**src/rtl/dmem_access_ctrl_if.sv**
```systemverilog
// Request/response and data-memory bundles for dmem_access_ctrl.
// master drives the request (pipeline) or the memory strobes (controller).
interface dmem_req_if;
  logic        req_valid;
  logic        req_ready;
  logic        req_rd;
  logic        req_wr;
  logic [63:0] req_addr;
  logic [63:0] req_wdata;
  logic        resp_valid;
  logic [63:0] resp_data;
  logic        resp_err;
  logic        m_stall;

  modport master (
    output req_valid, req_rd, req_wr,
    output req_addr, req_wdata,
    input  req_ready, resp_valid,
    input  resp_data, resp_err, m_stall
  );

  modport slave (
    input  req_valid, req_rd, req_wr,
    input  req_addr, req_wdata,
    output req_ready, resp_valid,
    output resp_data, resp_err, m_stall
  );
endinterface

interface dmem_bus_if;
  logic [63:0] dm_Add;
  logic        dm_wEn;
  logic        dm_rEn;
  logic [63:0] dm_wdata;
  logic [63:0] dm_rdata;
  logic        dm_err;

  modport master (
    output dm_Add, dm_wEn, dm_rEn, dm_wdata,
    input  dm_rdata, dm_err
  );

  modport slave (
    input  dm_Add, dm_wEn, dm_rEn, dm_wdata,
    output dm_rdata, dm_err
  );
endinterface

```
**src/rtl/dmem_access_ctrl.sv**
```systemverilog
// Registered, handshaked data-memory requester for the memory stage.
// Optional store-to-load forwarding buffer: define DMEM_FWD_EN.
module dmem_access_ctrl #(
  parameter int unsigned MEM_WORDS  = 1024,
  parameter int unsigned ACC_CYCLES = 1
) (
  input  logic       clk,
  input  logic       rst,
  dmem_req_if.slave  req,
  dmem_bus_if.master dm
);

  localparam int unsigned CW =
    (ACC_CYCLES > 1) ? $clog2(ACC_CYCLES) : 1;
  localparam logic [CW-1:0] CNT_LAST =
    CW'(ACC_CYCLES - 1);

  typedef enum logic [1:0] {
    IDLE,
    ACCESS,
    RESP
  } state_t;

  state_t        state_q, state_d;
  logic [CW-1:0] cnt_q, cnt_d;
  logic          err_q, err_d;
  logic [63:0]   data_q, data_d;
  logic [63:0]   add_q, add_d;
  logic [63:0]   wdat_q, wdat_d;
  logic          wen_q, wen_d;
  logic          ren_q, ren_d;
  logic          bad_req;
  logic          last;

`ifdef DMEM_FWD_EN
  logic          sb_vld_q, sb_vld_d;
  logic [63:0]   sb_add_q, sb_add_d;
  logic [63:0]   sb_dat_q, sb_dat_d;
  logic          hit;
`endif

  // Reject malformed or out-of-range requests.
  always_comb begin
    bad_req = (req.req_rd == req.req_wr) ||
              (req.req_addr >= 64'(MEM_WORDS));
  end

`ifdef DMEM_FWD_EN
  // Load matching the last good store.
  always_comb begin
    hit = sb_vld_q && req.req_rd &&
          (req.req_addr == sb_add_q);
  end
`endif

  // Next-state and datapath update.
  always_comb begin
    state_d = state_q;
    cnt_d   = cnt_q;
    err_d   = err_q;
    data_d  = data_q;
    add_d   = add_q;
    wdat_d  = wdat_q;
    wen_d   = wen_q;
    ren_d   = ren_q;
    last    = (cnt_q == CNT_LAST);
`ifdef DMEM_FWD_EN
    sb_vld_d = sb_vld_q;
    sb_add_d = sb_add_q;
    sb_dat_d = sb_dat_q;
`endif
    unique case (state_q)
      IDLE: begin
        if (req.req_valid) begin
          err_d  = 1'b0;
          data_d = 64'h0;
          if (bad_req) begin
            err_d   = 1'b1;
            state_d = RESP;
          end
`ifdef DMEM_FWD_EN
          else if (hit) begin
            data_d  = sb_dat_q;
            state_d = RESP;
          end
`endif
          else begin
            state_d = ACCESS;
            cnt_d   = '0;
            add_d   = req.req_addr;
            wdat_d  = req.req_wdata;
            wen_d   = req.req_wr;
            ren_d   = req.req_rd;
          end
        end
      end
      ACCESS: begin
        if (last) begin
          state_d = RESP;
          wen_d   = 1'b0;
          ren_d   = 1'b0;
          err_d   = err_q | dm.dm_err;
          data_d  = (ren_q && !dm.dm_err) ?
                    dm.dm_rdata : 64'h0;
`ifdef DMEM_FWD_EN
          if (wen_q && !dm.dm_err) begin
            sb_vld_d = 1'b1;
            sb_add_d = add_q;
            sb_dat_d = wdat_q;
          end
`endif
        end else begin
          cnt_d = cnt_q + 1'b1;
        end
      end
      RESP: begin
        state_d = IDLE;
      end
      default: begin
        state_d = IDLE;
      end
    endcase
  end

  // State and registered outputs; reset kills strobes at once.
  always_ff @(posedge clk or posedge rst) begin
    if (rst) begin
      state_q <= IDLE;
      cnt_q   <= '0;
      err_q   <= 1'b0;
      data_q  <= 64'h0;
      add_q   <= 64'h0;
      wdat_q  <= 64'h0;
      wen_q   <= 1'b0;
      ren_q   <= 1'b0;
`ifdef DMEM_FWD_EN
      sb_vld_q <= 1'b0;
      sb_add_q <= 64'h0;
      sb_dat_q <= 64'h0;
`endif
    end else begin
      state_q <= state_d;
      cnt_q   <= cnt_d;
      err_q   <= err_d;
      data_q  <= data_d;
      add_q   <= add_d;
      wdat_q  <= wdat_d;
      wen_q   <= wen_d;
      ren_q   <= ren_d;
`ifdef DMEM_FWD_EN
      sb_vld_q <= sb_vld_d;
      sb_add_q <= sb_add_d;
      sb_dat_q <= sb_dat_d;
`endif
    end
  end

  // Handshake outputs decoded from state; response gated to RESP.
  always_comb begin
    req.req_ready  = (state_q == IDLE);
    req.m_stall    = (state_q != IDLE);
    req.resp_valid = (state_q == RESP);
    req.resp_data  = (state_q == RESP) ?
                     data_q : 64'h0;
    req.resp_err   = (state_q == RESP) && err_q;
    dm.dm_Add      = add_q;
    dm.dm_wdata    = wdat_q;
    dm.dm_wEn      = wen_q;
    dm.dm_rEn      = ren_q;
  end

endmodule

```
**src/flat_wrapper.sv**
```systemverilog
// flat-port wrapper written by rule: the top's interface ports become plain ports
module dmem_access_ctrl_flat 
#(
  parameter int unsigned MEM_WORDS  = 1024,
  parameter int unsigned ACC_CYCLES = 1
)
  (clk, rst, req_req_valid, req_req_rd, req_req_wr, req_req_addr, req_req_wdata, req_req_ready, req_resp_valid, req_resp_data, req_resp_err, req_m_stall, dm_dm_Add, dm_dm_wEn, dm_dm_rEn, dm_dm_wdata, dm_dm_rdata, dm_dm_err);
  dmem_req_if req_i ();
  dmem_bus_if dm_i ();
  input  logic clk;
  input  logic rst;
  input wire logic [$bits(req_i.req_valid)-1:0] req_req_valid;
  input wire logic [$bits(req_i.req_rd)-1:0] req_req_rd;
  input wire logic [$bits(req_i.req_wr)-1:0] req_req_wr;
  input wire logic [$bits(req_i.req_addr)-1:0] req_req_addr;
  input wire logic [$bits(req_i.req_wdata)-1:0] req_req_wdata;
  output wire logic [$bits(req_i.req_ready)-1:0] req_req_ready;
  output wire logic [$bits(req_i.resp_valid)-1:0] req_resp_valid;
  output wire logic [$bits(req_i.resp_data)-1:0] req_resp_data;
  output wire logic [$bits(req_i.resp_err)-1:0] req_resp_err;
  output wire logic [$bits(req_i.m_stall)-1:0] req_m_stall;
  output wire logic [$bits(dm_i.dm_Add)-1:0] dm_dm_Add;
  output wire logic [$bits(dm_i.dm_wEn)-1:0] dm_dm_wEn;
  output wire logic [$bits(dm_i.dm_rEn)-1:0] dm_dm_rEn;
  output wire logic [$bits(dm_i.dm_wdata)-1:0] dm_dm_wdata;
  input wire logic [$bits(dm_i.dm_rdata)-1:0] dm_dm_rdata;
  input wire logic [$bits(dm_i.dm_err)-1:0] dm_dm_err;
  assign req_i.req_valid = req_req_valid;
  assign req_i.req_rd = req_req_rd;
  assign req_i.req_wr = req_req_wr;
  assign req_i.req_addr = req_req_addr;
  assign req_i.req_wdata = req_req_wdata;
  assign req_req_ready = req_i.req_ready;
  assign req_resp_valid = req_i.resp_valid;
  assign req_resp_data = req_i.resp_data;
  assign req_resp_err = req_i.resp_err;
  assign req_m_stall = req_i.m_stall;
  assign dm_dm_Add = dm_i.dm_Add;
  assign dm_dm_wEn = dm_i.dm_wEn;
  assign dm_dm_rEn = dm_i.dm_rEn;
  assign dm_dm_wdata = dm_i.dm_wdata;
  assign dm_i.dm_rdata = dm_dm_rdata;
  assign dm_i.dm_err = dm_dm_err;
  dmem_access_ctrl #(.MEM_WORDS(MEM_WORDS), .ACC_CYCLES(ACC_CYCLES)) u_core (.clk(clk), .rst(rst), .req(req_i), .dm(dm_i));
endmodule
```
**config.mk**
```make
export PLATFORM = sky130hd
export DESIGN_NAME = dmem_access_ctrl_flat
export DESIGN_NICKNAME = d
export VERILOG_FILES = /design/src/rtl/dmem_access_ctrl_if.sv /design/src/rtl/dmem_access_ctrl.sv /design/src/flat_wrapper.sv
export SDC_FILE = /design/constraint.sdc
export NUM_CORES = 1
export LEC_CHECK = 0
export BUFFER_PORTS_ARGS = -buffer_cell sky130_fd_sc_hd__buf_2
export CORE_ASPECT_RATIO = 0.6
export CORE_MARGIN = 10
export CORE_UTILIZATION = 30
export CTS_CLUSTER_SIZE = 14
export DETAILED_ROUTE_END_ITERATION = 16
export SYNTH_ARGS = -nofsm -noshare
export SYNTH_HDL_FRONTEND = slang
export SYNTH_SLANG_ARGS = --single-unit
export TNS_END_PERCENT = 5
```
**constraint.sdc**
```tcl
create_clock -name clk -period 7.22 [get_ports clk]
set_clock_uncertainty 0.05 [all_clocks]
set_input_delay 2.166 -clock clk [delete_from_list [all_inputs] [get_ports clk]]
set_output_delay 2.166 -clock clk [all_outputs]
set_load 0.01 [all_outputs]
```
**Yosys cells after proc, flatten, opt, wreduce, memory -nomap -nowiden**

Cells that the tools add are included.

- Bits in registers: 198
- Word-level logic and storage cells: 54
- Output and inout bits: 198

- Eq/ne operators: 6
- Reductions and logical operators: 12
- Bitwise logic cells: 2
- Order comparisons: 1
- Muxes and demuxes: 24
- $add $sub $neg: 1

Operators by type and width:

| cell | count |
|---|---|
| $mux 64 | 4 |
| $pmux 64 s2 | 1 |
| $ge 64x11->1 const B | 1 |
| $mux 1 | 11 |
| $reduce_and 3->1 | 3 |
| $pmux 1 s2 | 4 |
| $mux 2 | 3 |
| $ne 2x2->1 const B | 3 |
| $pmux 2 s2 | 1 |
| $reduce_and 4->1 | 1 |
| $reduce_bool 2->1 | 2 |
| $eq 2x1->1 const B | 1 |
| $eq 2x2->1 const B | 1 |
| $logic_and 1x1->1 | 2 |
| $logic_not 2->1 | 1 |
| $reduce_and 2->1 | 1 |
| $add 1x1->1 const B | 1 |
| $eq 1x1->1 | 1 |
| $logic_not 1->1 | 1 |
| $logic_or 1x1->1 | 1 |
| $not 1->1 | 1 |
| $or 1x1->1 | 1 |

**Depth between registers and ports, before layout**

Gate-level depths: netlist of run 1.

- Word-level depth: 5
- Depth in mapped cells: 7
- Mapped depth without buffers: 5

**Least setup slack after synthesis of run 1**

OpenSTA, ideal clock, no wires.

- Path type: in2reg
- From: input req_req_addr[12]
- To: register u_core.add_q[5] (netlist: u_core.dm.dm_Add[5])
- Arrival: 3.696 ns
- Path slack: 3.349 ns
- Stages on the path: 7
- Setup time: 0.125 ns
- Path through: nor4_1 nand4_1 nor4_4 nand2_1 buf_6 buf_6 mux2_4

- Word-level cells in the longest chain between the ends: 4

Ends and longest elaborated chain:

| what | line | RTL |
|---|---|---|
| start: declaration | flat_wrapper.sv:15 | `input wire logic [$bits(req_i.req_addr)-1:0] req_req_addr;` |
| $ge 64x11->1 | dmem_access_ctrl.sv:45 | `(req.req_addr >= 64'(MEM_WORDS));` |
| $logic_or 1x1->1 | dmem_access_ctrl.sv:44 | `bad_req = (req.req_rd == req.req_wr) \|\|` |
| $not 1->1 (no source line) | n/a |  |
| $reduce_and 3->1 (no source line) | n/a |  |
| end signal: assignment | dmem_access_ctrl.sv:132 | `add_q <= 64'h0;` |
| end signal: assignment | dmem_access_ctrl.sv:146 | `add_q <= add_d;` |
| end: declaration | dmem_access_ctrl.sv:28 | `logic [63:0] add_q, add_d;` |

Every way passes these cells.
A chain may end at the register's enable or synchronous reset.

**Worst setup path after layout of run 1**

- From: input req_req_addr[19]
- To: register u_core.wdat_q[16] (netlist: u_core.dm.dm_wdata[16])

- Word-level cells in the longest chain between the ends: 4

Ends and longest elaborated chain:

| what | line | RTL |
|---|---|---|
| $ge 64x11->1 | dmem_access_ctrl.sv:45 |  |
| $logic_or 1x1->1 | dmem_access_ctrl.sv:44 |  |
| $not 1->1 (no source line) | n/a |  |
| $reduce_and 3->1 (no source line) | n/a |  |
| end signal: assignment | dmem_access_ctrl.sv:147 | `wdat_q <= wdat_d;` |
| end: declaration | dmem_access_ctrl.sv:29 | `logic [63:0] wdat_q, wdat_d;` |

Every way passes these cells.

==> impl_summary.log, run 1 <==
[metrics] run status: completed
[metrics] Net count, final: 1,118
[metrics] Worst R2R Start: u_core.state_q[0]
[metrics] dominant cells by area after synthesis: sky130_fd_sc_hd__dfrtp_1 (64%), sky130_fd_sc_hd__mux2_4 (11%), sky130_fd_sc_hd__and2_1 (9.6%)
[metrics] Placed Instances: 1,230
[metrics] H-tree Lvls: 4
[metrics] DPL Wire Length: 18.2 mm
[metrics] Port Buffer Count: around 400
[metrics] leak pwr: approximately 6.3 nW
[metrics] count of antenna-violating nets left after detailed routing: 0
[metrics] Floorplan Core Area: between 0.02 and 0.03 mm²
[metrics] multiplexer fraction of the synthesized cell area: 0.135
[metrics] final worst slack: about 2.5 ns
[metrics] total number of vias: between 5,000 and 6,000
[metrics] clock power share: 0.455
[metrics] Max-Slew Margin vs Limit: 0.303
[metrics] non-filler instance count after layout: 1,262
[metrics] total I/O pin count: 396
[metrics] combined global-route utilization of all metal layers: 0.145
[metrics] Power Density: just over 200 mW/mm²
[metrics] final period utilization: 0.658
[metrics] compound-gate portion of the synthesized area: 0.0776
[metrics] fraction of layout instances using a drive strength above 1: 0.552
[metrics] endpoint arrival time on the critical path: ~5 ns
[metrics] area of the multi-input gates: around 0.0026 mm²
[metrics] maximum buffer depth of the clock tree: 2
[metrics] starting utilization of the core area: 0.305
[metrics] CTS Hold Bufs: 0
[metrics] critical path fanouts, max: 69
[metrics] total internal power: between 1.5 and 2 mW
[metrics] post-cts sizing count: 0
[metrics] overall die height: between 100 and 150 µm
[metrics] diode insertion count for antenna repair: 0
[metrics] RSZ-0062 raised after global routing: no
[metrics] number of cells on the worst hold path: 1
[metrics] Max Freq: between 200 and 250 MHz
[metrics] worst slew pin tran: approximately 1.0 ns
[metrics] Final min period: roughly 4.7 ns
[metrics] area share of the largest cell type after synthesis: 0.638
[metrics] dpl ws: between 2 and 2.5 ns
[metrics] type of the worst setup path: in2reg
[metrics] DR WL/cell: between 15 and 20 µm
[metrics] TritonCTS clock tree: built
[metrics] residual DRC count: 0
[metrics] largest net degree at the start of global routing: 72
[metrics] worst hold path type: reg2reg
[metrics] Synth warnings: 0
[metrics] Net Sw Power: 0.495 mW
[metrics] number of maximum-capacitance constraint violations: 0
[metrics] flop and latch count out of synthesis: roughly 200
[metrics] required time of the worst setup path: between 7 and 8 ns
[metrics] length in cells of the worst reg-to-reg path: 4
[metrics] number of fillers in the final layout: approximately 2,400
[metrics] area grow syn2layout: 37.6%
[metrics] final WL: 24.1 mm
[metrics] critical path endpoint: u_core.dm.dm_wdata[16]
[metrics] fraction of synthesized cell area in xor and xnor cells: 0.00113
[metrics] sequential group share of total power: 0.499
[metrics] type of element launching the critical path: input port
[metrics] wire length of the first global-routing pass: 36.7 mm
[metrics] register-to-register setup slack: between 4 and 5 ns
[metrics] Placement Cell Area: 0.0100 mm²
[metrics] combinational share of power: 0.045
[metrics] CTS clk-pin slew, worst paths: 0.07 ns
[metrics] IR drop worst, VDD: 0.000154 V
[metrics] timing startpoint of the critical path: req_req_addr[19]
[metrics] r2r endpoint: u_core.dm.dm_wdata[16]
[metrics] Root Buffer Master: sky130_fd_sc_hd__clkbuf_16
[metrics] clock insertion delay at the later pin of the skew report: between 0.4 and 0.5 ns
[metrics] post-route design area: 0.0106 mm²
[metrics] combinational family with the most area after synthesis: multiplexers
[metrics] adder-cell area share of the yosys netlist: 0
[metrics] sequential element share of the synthesized area: 0.638
[metrics] clock buffer count from CTS: 17
[metrics] number of distinct library cells after synthesis: 24
[metrics] average cell area after synthesis: 14.5 µm²
[metrics] Detailed Routing Iterations Pass 1: 6
[metrics] net count of the mapped netlist: about 730
[metrics] global route total overflow: 0
[metrics] Storage cell area: between 0.004 and 0.005 mm²
[metrics] vias in the first global route: 6,064
[metrics] initial antenna violation count: 0
[metrics] switching fraction of total power: 0.224
[metrics] number of instances in the synthesized netlist: around 530
[metrics] Finish-stage setup viols: 0
[metrics] clock sinks: between 150 and 200
[metrics] drt initial violations: between 300 and 400
[metrics] average vias per placed instance: 4.43
[metrics] buffer count from post-CTS setup fixing: 0
[metrics] critical path endpoint category: flop
[metrics] Fin Setup TNS: 0 ns
[metrics] max-slew violation total from the final report: 0
[metrics] fraction of the mapped netlist area in simple logic gates: 0.122
[metrics] Post-Syn Area: around 0.0077 mm²
[metrics] Horiz. Die Dim: around 230 µm
[metrics] total count of hold-check failures in the final report: 0
[metrics] cell accounting for the most synthesized area: sky130_fd_sc_hd__dfrtp_1
[metrics] area enclosed by the die boundary: about 0.033 mm²
[metrics] RD Place Congestion: approximately 0.8
[metrics] FP Rows: 45
-- logic make-up after synthesis --
kind of cell / count (synthesis)
AOI/OAI and AO/OA: 70
and+or+nand+nor: 151
xor gates and xnor gates: 1
DFF: 197
muxes: 74
buffers and inverters: 40
-- worst max-delay path: stages --
cell                      delay, ns
sky130_fd_sc_hd__buf_2         0.12
sky130_fd_sc_hd__nor4_1        0.39
sky130_fd_sc_hd__nand4_1       0.24
sky130_fd_sc_hd__nor4_4        0.50
sky130_fd_sc_hd__nand2_4       0.44
sky130_fd_sc_hd__buf_4         0.57
sky130_fd_sc_hd__mux2_4        0.44
-- Yosys cell counts --
master,number
sky130_fd_sc_hd__a21oi_1,3
sky130_fd_sc_hd__a22o_1,64
sky130_fd_sc_hd__a31oi_1,1
sky130_fd_sc_hd__and2_1,119
sky130_fd_sc_hd__buf_1,1
sky130_fd_sc_hd__buf_2,2
sky130_fd_sc_hd__buf_6,7
sky130_fd_sc_hd__clkbuf_1,24
sky130_fd_sc_hd__dfrtp_1,197
sky130_fd_sc_hd__inv_1,6
sky130_fd_sc_hd__mux2_2,19
sky130_fd_sc_hd__mux2_4,55
sky130_fd_sc_hd__nand2_1,3
sky130_fd_sc_hd__nand2b_1,2
sky130_fd_sc_hd__nand3_1,3
sky130_fd_sc_hd__nand4_1,4
sky130_fd_sc_hd__nor2_1,2
sky130_fd_sc_hd__nor2b_1,1
sky130_fd_sc_hd__nor3_1,1
sky130_fd_sc_hd__nor4_1,14
sky130_fd_sc_hd__nor4_4,1
sky130_fd_sc_hd__o311ai_0,2
sky130_fd_sc_hd__or2_2,1
sky130_fd_sc_hd__xor2_1,1
-- placed cells by master (no fill, tap or decap), types with 2 or more instances in the layout --
cell type	n
sky130_fd_sc_hd__mux2_4	55
sky130_fd_sc_hd__clkinvlp_4	3
sky130_fd_sc_hd__bufinv_16	3
sky130_fd_sc_hd__inv_6	3
sky130_fd_sc_hd__mux2_2	19
sky130_fd_sc_hd__a22o_1	64
sky130_fd_sc_hd__buf_2	395
sky130_fd_sc_hd__nor4_1	14
sky130_fd_sc_hd__clkinv_4	2
sky130_fd_sc_hd__clkbuf_16	17
sky130_fd_sc_hd__inv_1	5
sky130_fd_sc_hd__o311ai_0	2
sky130_fd_sc_hd__nand2_1	2
sky130_fd_sc_hd__clkinv_2	2
sky130_fd_sc_hd__dfrtp_1	197
sky130_fd_sc_hd__and2_1	119
sky130_fd_sc_hd__nor2_1	2
sky130_fd_sc_hd__a21oi_1	3
sky130_fd_sc_hd__nand4_1	4
sky130_fd_sc_hd__buf_4	7
sky130_fd_sc_hd__clkbuf_8	2
sky130_fd_sc_hd__nand3_1	3
-- layout make-up --
cell class / instances / share of cell area
Clock buffer: 19 / 0.0426
Timing Repair Buffer: 402 / 0.191
Inverter: 6 / 0.00247
Sequential cell: 197 / 0.464
Multi-Input combinational cell: 296 / 0.246
Tap cell: 329 / 0.0387
Clock inverter: 13 / 0.0160
-- how the worst min path moves through the flow --
| stage | start | endpoint | slack (ns) |
|---|---|---|---|
| floorplan | u_core.data_q[0] | u_core.data_q[0] | 0.41 |
| detailed placement | u_core.dm.dm_Add[22] | u_core.dm.dm_Add[22] | 0.42 |
| global placement | u_core.dm.dm_Add[45] | u_core.dm.dm_Add[45] | 0.41 |
| CTS | u_core.dm.dm_Add[17] | u_core.dm.dm_Add[17] | 0.44 |
| global route | u_core.dm.dm_Add[20] | u_core.dm.dm_Add[20] | 0.45 |
| finish | u_core.dm.dm_Add[17] | u_core.dm.dm_Add[17] | 0.43 |
-- state kept, by name, summed over array words and instances (netlist names) --
register and flops:
u_core.data_q 64, u_core.dm.dm_Add 64, u_core.dm.dm_rEn 1, u_core.dm.dm_wEn 1, u_core.dm.dm_wdata 64, u_core.err_q 1, u_core.state_q 2
-- stage by stage --
step	util	hold slack (ns)	power [mW]
5_1_grt	0.420	0.446	2.31
3_3_place_gp	0.395	0.413	1.23
6_report	0.420	0.430	2.21
2_1_floorplan	-	0.415	1.16
4_1_cts	0.420	0.435	2.25
3_5_place_dp	0.395	0.415	1.23
-- power groups by stage --
stage                     clock network (mW)  logic [mW]  registers, mW
after floorplan                            0      0.0332           1.13
after global placement                     0       0.102           1.13
after detailed placement                   0       0.103           1.13
after CTS                               1.04       0.104           1.10
after global routing                    1.09       0.114           1.10
final                                   1.01       0.100           1.10
-- per-layer routing --
| layer | global-route usage | share of wire | vias up |
|---|---|---|---|
| li1 | - | - | 2623 |
| met1 | 0.187 | 0.44 | 2787 |
| met2 | 0.231 | 0.49 | 166 |
| met3 | 0.0427 | 0.067 | 17 |
| met4 | 0.0468 | 0.012 | 0 |
| met5 | 0 | 0 | - |
No activity file was read; power rests on OpenSTA's default activity.
==> run 2: changes to the inputs <==
Clock period 7.22 ns to 4.3 ns, I/O delays scaled along.
==> impl_summary.log, run 2 (synthesized netlist as in run 1, its figures left out) <==
[metrics] most used cells in the layout excluding fill and tap cells: sky130_fd_sc_hd__buf_2 (395), sky130_fd_sc_hd__dfrtp_1 (197), sky130_fd_sc_hd__and2_1 (119)
[metrics] total number of vias: 5,655 (+1.1%)
[metrics] largest net degree at the start of global routing: 91 (+26%)
[metrics] CTS Hold Bufs: 0 (unchanged)
[metrics] area enclosed by the die boundary: 0.0328 mm² (unchanged)
[metrics] slowest cell on the critical path: sky130_fd_sc_hd__nor4_4
[metrics] total internal power: 2.83 mW (+65%)
[metrics] final worst slack: 1.00 ns (-1.47 ns)
[metrics] switching fraction of total power: 0.226 (+0.00251)
[metrics] sequential group share of total power: 0.507 (+0.008)
[metrics] run status: completed
[metrics] TritonCTS clock tree: built
[metrics] timing startpoint of the critical path: req_req_addr[12]
[metrics] final-layout worst hold slack: 0.428 ns (-0.00120 ns)
[metrics] worst hold path startpoint: u_core.dm.dm_Add[11]
[metrics] final period utilization: 0.767
[metrics] Max Freq: between 300 and 400 MHz
[metrics] starting utilization of the core area: 0.305 (unchanged)
[metrics] count of antenna-violating nets left after detailed routing: 0 (unchanged)
[metrics] Fin Setup TNS: 0 ns (unchanged)
[metrics] maximum buffer depth of the clock tree: 2 (unchanged)
[metrics] Final min period: 3.30 ns
[metrics] Worst R2R Start: u_core.state_q[0]
[metrics] Net count, final: 1,119 (+0.089%)
[metrics] Detailed Routing Iterations Pass 1: 6 (unchanged)
[metrics] leading cell type in the layout, fill and taps excluded: sky130_fd_sc_hd__buf_2
[metrics] Max-Slew Margin vs Limit: 0.564 (+0.261)
[metrics] average vias per placed instance: 4.47 (+0.95%)
[metrics] Power Density: 342 mW/mm² (+65%)
[metrics] wire length of the first global-routing pass: 36.5 mm (-0.54%)
[metrics] number of fillers in the final layout: 2,438 (+0.33%)
[metrics] fraction of layout instances using a drive strength above 1: 0.551 (-0.000591)
[metrics] clock sinks: 197 (unchanged)
[metrics] cell chain of the critical path: buf_2, nor4_1, nand4_1, nor4_4, nand2_4, buf_12, mux2_4
[metrics] combinational share of power: 0.047 (+0.002)
[metrics] combined global-route utilization of all metal layers: 0.144 (-0.000884)
[metrics] type of the worst setup path: in2reg
[metrics] CTS clk-pin slew, worst paths: 0.07 ns (about the same)
[metrics] total I/O pin count: 396 (unchanged)
[metrics] RD Place Congestion: 0.800 (-2.7%)
[metrics] initial antenna violation count: 1 (+1)
[metrics] critical path endpoint category: flop
[metrics] clock insertion delay at the later pin of the skew report: 0.43 ns (about the same)
[metrics] buffering stage count on the worst path with inverters included: 2 (unchanged)
[metrics] RSZ-0062 raised after global routing: no
[metrics] critical path fanouts, max: 49 (-29%)
[metrics] drt initial violations: 369 (-0.27%)
[metrics] number of maximum-capacitance constraint violations: 0 (unchanged)
[metrics] dominant delay contributor by cell family on the critical path: simple AND/OR/NAND/NOR gates
[metrics] final core area utilization: 0.421 (+0.00143)
[metrics] DPL Wire Length: 18.2 mm (+0.50%)
[metrics] FP Rows: 45 (unchanged)
[metrics] leak pwr: 6.29 nW (+0.16%)
[metrics] worst hold path type: reg2reg
[metrics] final WL: 24.2 mm (+0.24%)
[metrics] Storage cell area: 0.00493 mm² (unchanged)
[metrics] max-slew violation total from the final report: 0 (unchanged)
[metrics] total count of hold-check failures in the final report: 0 (unchanged)
[metrics] Floorplan Core Area: 0.0253 mm² (unchanged)
[metrics] area of the multi-input gates: 0.00261 mm² (unchanged)
[metrics] required time of the worst setup path: 4.57 ns (-2.92 ns)
[metrics] buffer count from post-CTS setup fixing: 0 (unchanged)
[metrics] DR WL/cell: 19.2 µm (about the same)
[metrics] vias in the first global route: 5,970 (-1.6%)
[metrics] clock buffer count from CTS: 17 (unchanged)
[metrics] Finish-stage setup viols: 0 (unchanged)
[metrics] Port Buffer Count: 395 (unchanged)
[metrics] IR drop worst, VDD: 0.000189 V (+23%)
[metrics] Horiz. Die Dim: 227 µm (unchanged)
[metrics] endpoint arrival time on the critical path: 3.57 ns (-1.45 ns)
[metrics] dpl ws: 0.581 ns (-1.52 ns)
[metrics] global route total overflow: 0 (unchanged)
[metrics] type of element launching the critical path: input port
[metrics] clock power share: 0.446 (-0.009)
[metrics] H-tree Lvls: 4 (unchanged)
[metrics] overall die height: 144 µm (unchanged)
[metrics] worst slew pin tran: 0.648 ns (-0.397 ns)
[metrics] residual DRC count: 0 (unchanged)
[metrics] register-to-register setup slack: 2.07 ns (-2.39 ns)
[metrics] Root Buffer Master: sky130_fd_sc_hd__clkbuf_16
[metrics] area grow syn2layout: 38.1%
[metrics] Net Sw Power: 0.826 mW (+67%)
[metrics] Worst path max stage delay: 0.51 ns (-0.06 ns)
[metrics] post-cts sizing count: 0 (unchanged)
[run 2: power groups by stage]
stage | registers, mW | clock network [mW] | logic, mW
6_report | 1.85 | 1.63 | 0.171
5_1_grt | 1.85 | 1.77 | 0.193
4_1_cts | 1.85 | 1.69 | 0.176
3_5_place_dp | 1.89 | 0 | 0.175
3_3_place_gp | 1.89 | 0 | 0.174
2_1_floorplan | 1.89 | 0 | 0.0557
[run 2: through the flow]
| stage | total power, mW | instances | cell area, µm² |
|---|---|---|---|
| 6_report | 3.65 | 1264 | 10700 |
| 5_1_grt | 3.81 | 1264 | 10700 |
| 4_1_cts | 3.72 | 1263 | 10700 |
| 3_5_place_dp | 2.06 | 1231 | 10100 |
| 3_3_place_gp | 2.06 | 1231 | 10100 |
| 2_1_floorplan | 1.95 | 533 | 7730 |
[run 2: worst reg2reg max path, stage by stage (launching register included)]
cell                      delay [ns]
sky130_fd_sc_hd__dfrtp_1        0.47
sky130_fd_sc_hd__nor2_1         0.51
sky130_fd_sc_hd__nand2_4        0.36
sky130_fd_sc_hd__buf_12         0.33
sky130_fd_sc_hd__mux2_4         0.41
[run 2: area by class of cell]
| type | instances | share of cell area |
|---|---|---|
| flip-flops and latches | 197 | 0.462 |
| multi-input cells | 296 | 0.245 |
| repair buffers | 403 | 0.196 |
| clock buffers | 20 | 0.0428 |
| well taps | 329 | 0.0386 |
| clock inverters | 12 | 0.0134 |
| inverters | 6 | 0.00246 |
| diodes | 1 | 0.000235 |
[run 2: worst paths after layout]
path                                          end  depth (start not counted)
setup / recovery           u_core.dm.dm_wdata[16]                          7
hold / removal               u_core.dm.dm_Add[11]                          1
setup reg to reg           u_core.dm.dm_wdata[16]                          4
hold reg to reg              u_core.dm.dm_Add[11]                          1
max in group asynchronous       u_core.data_q[25]                          3
min in group asynchronous    u_core.dm.dm_Add[23]                          2
[run 2: layer usage]
layer,up-vias,track usage,wire length (µm)
met5,-,0,0
met4,0,0.0461,304
met3,15,0.0415,1500
met2,154,0.232,11800
met1,2860,0.185,10600
li1,2626,-,-
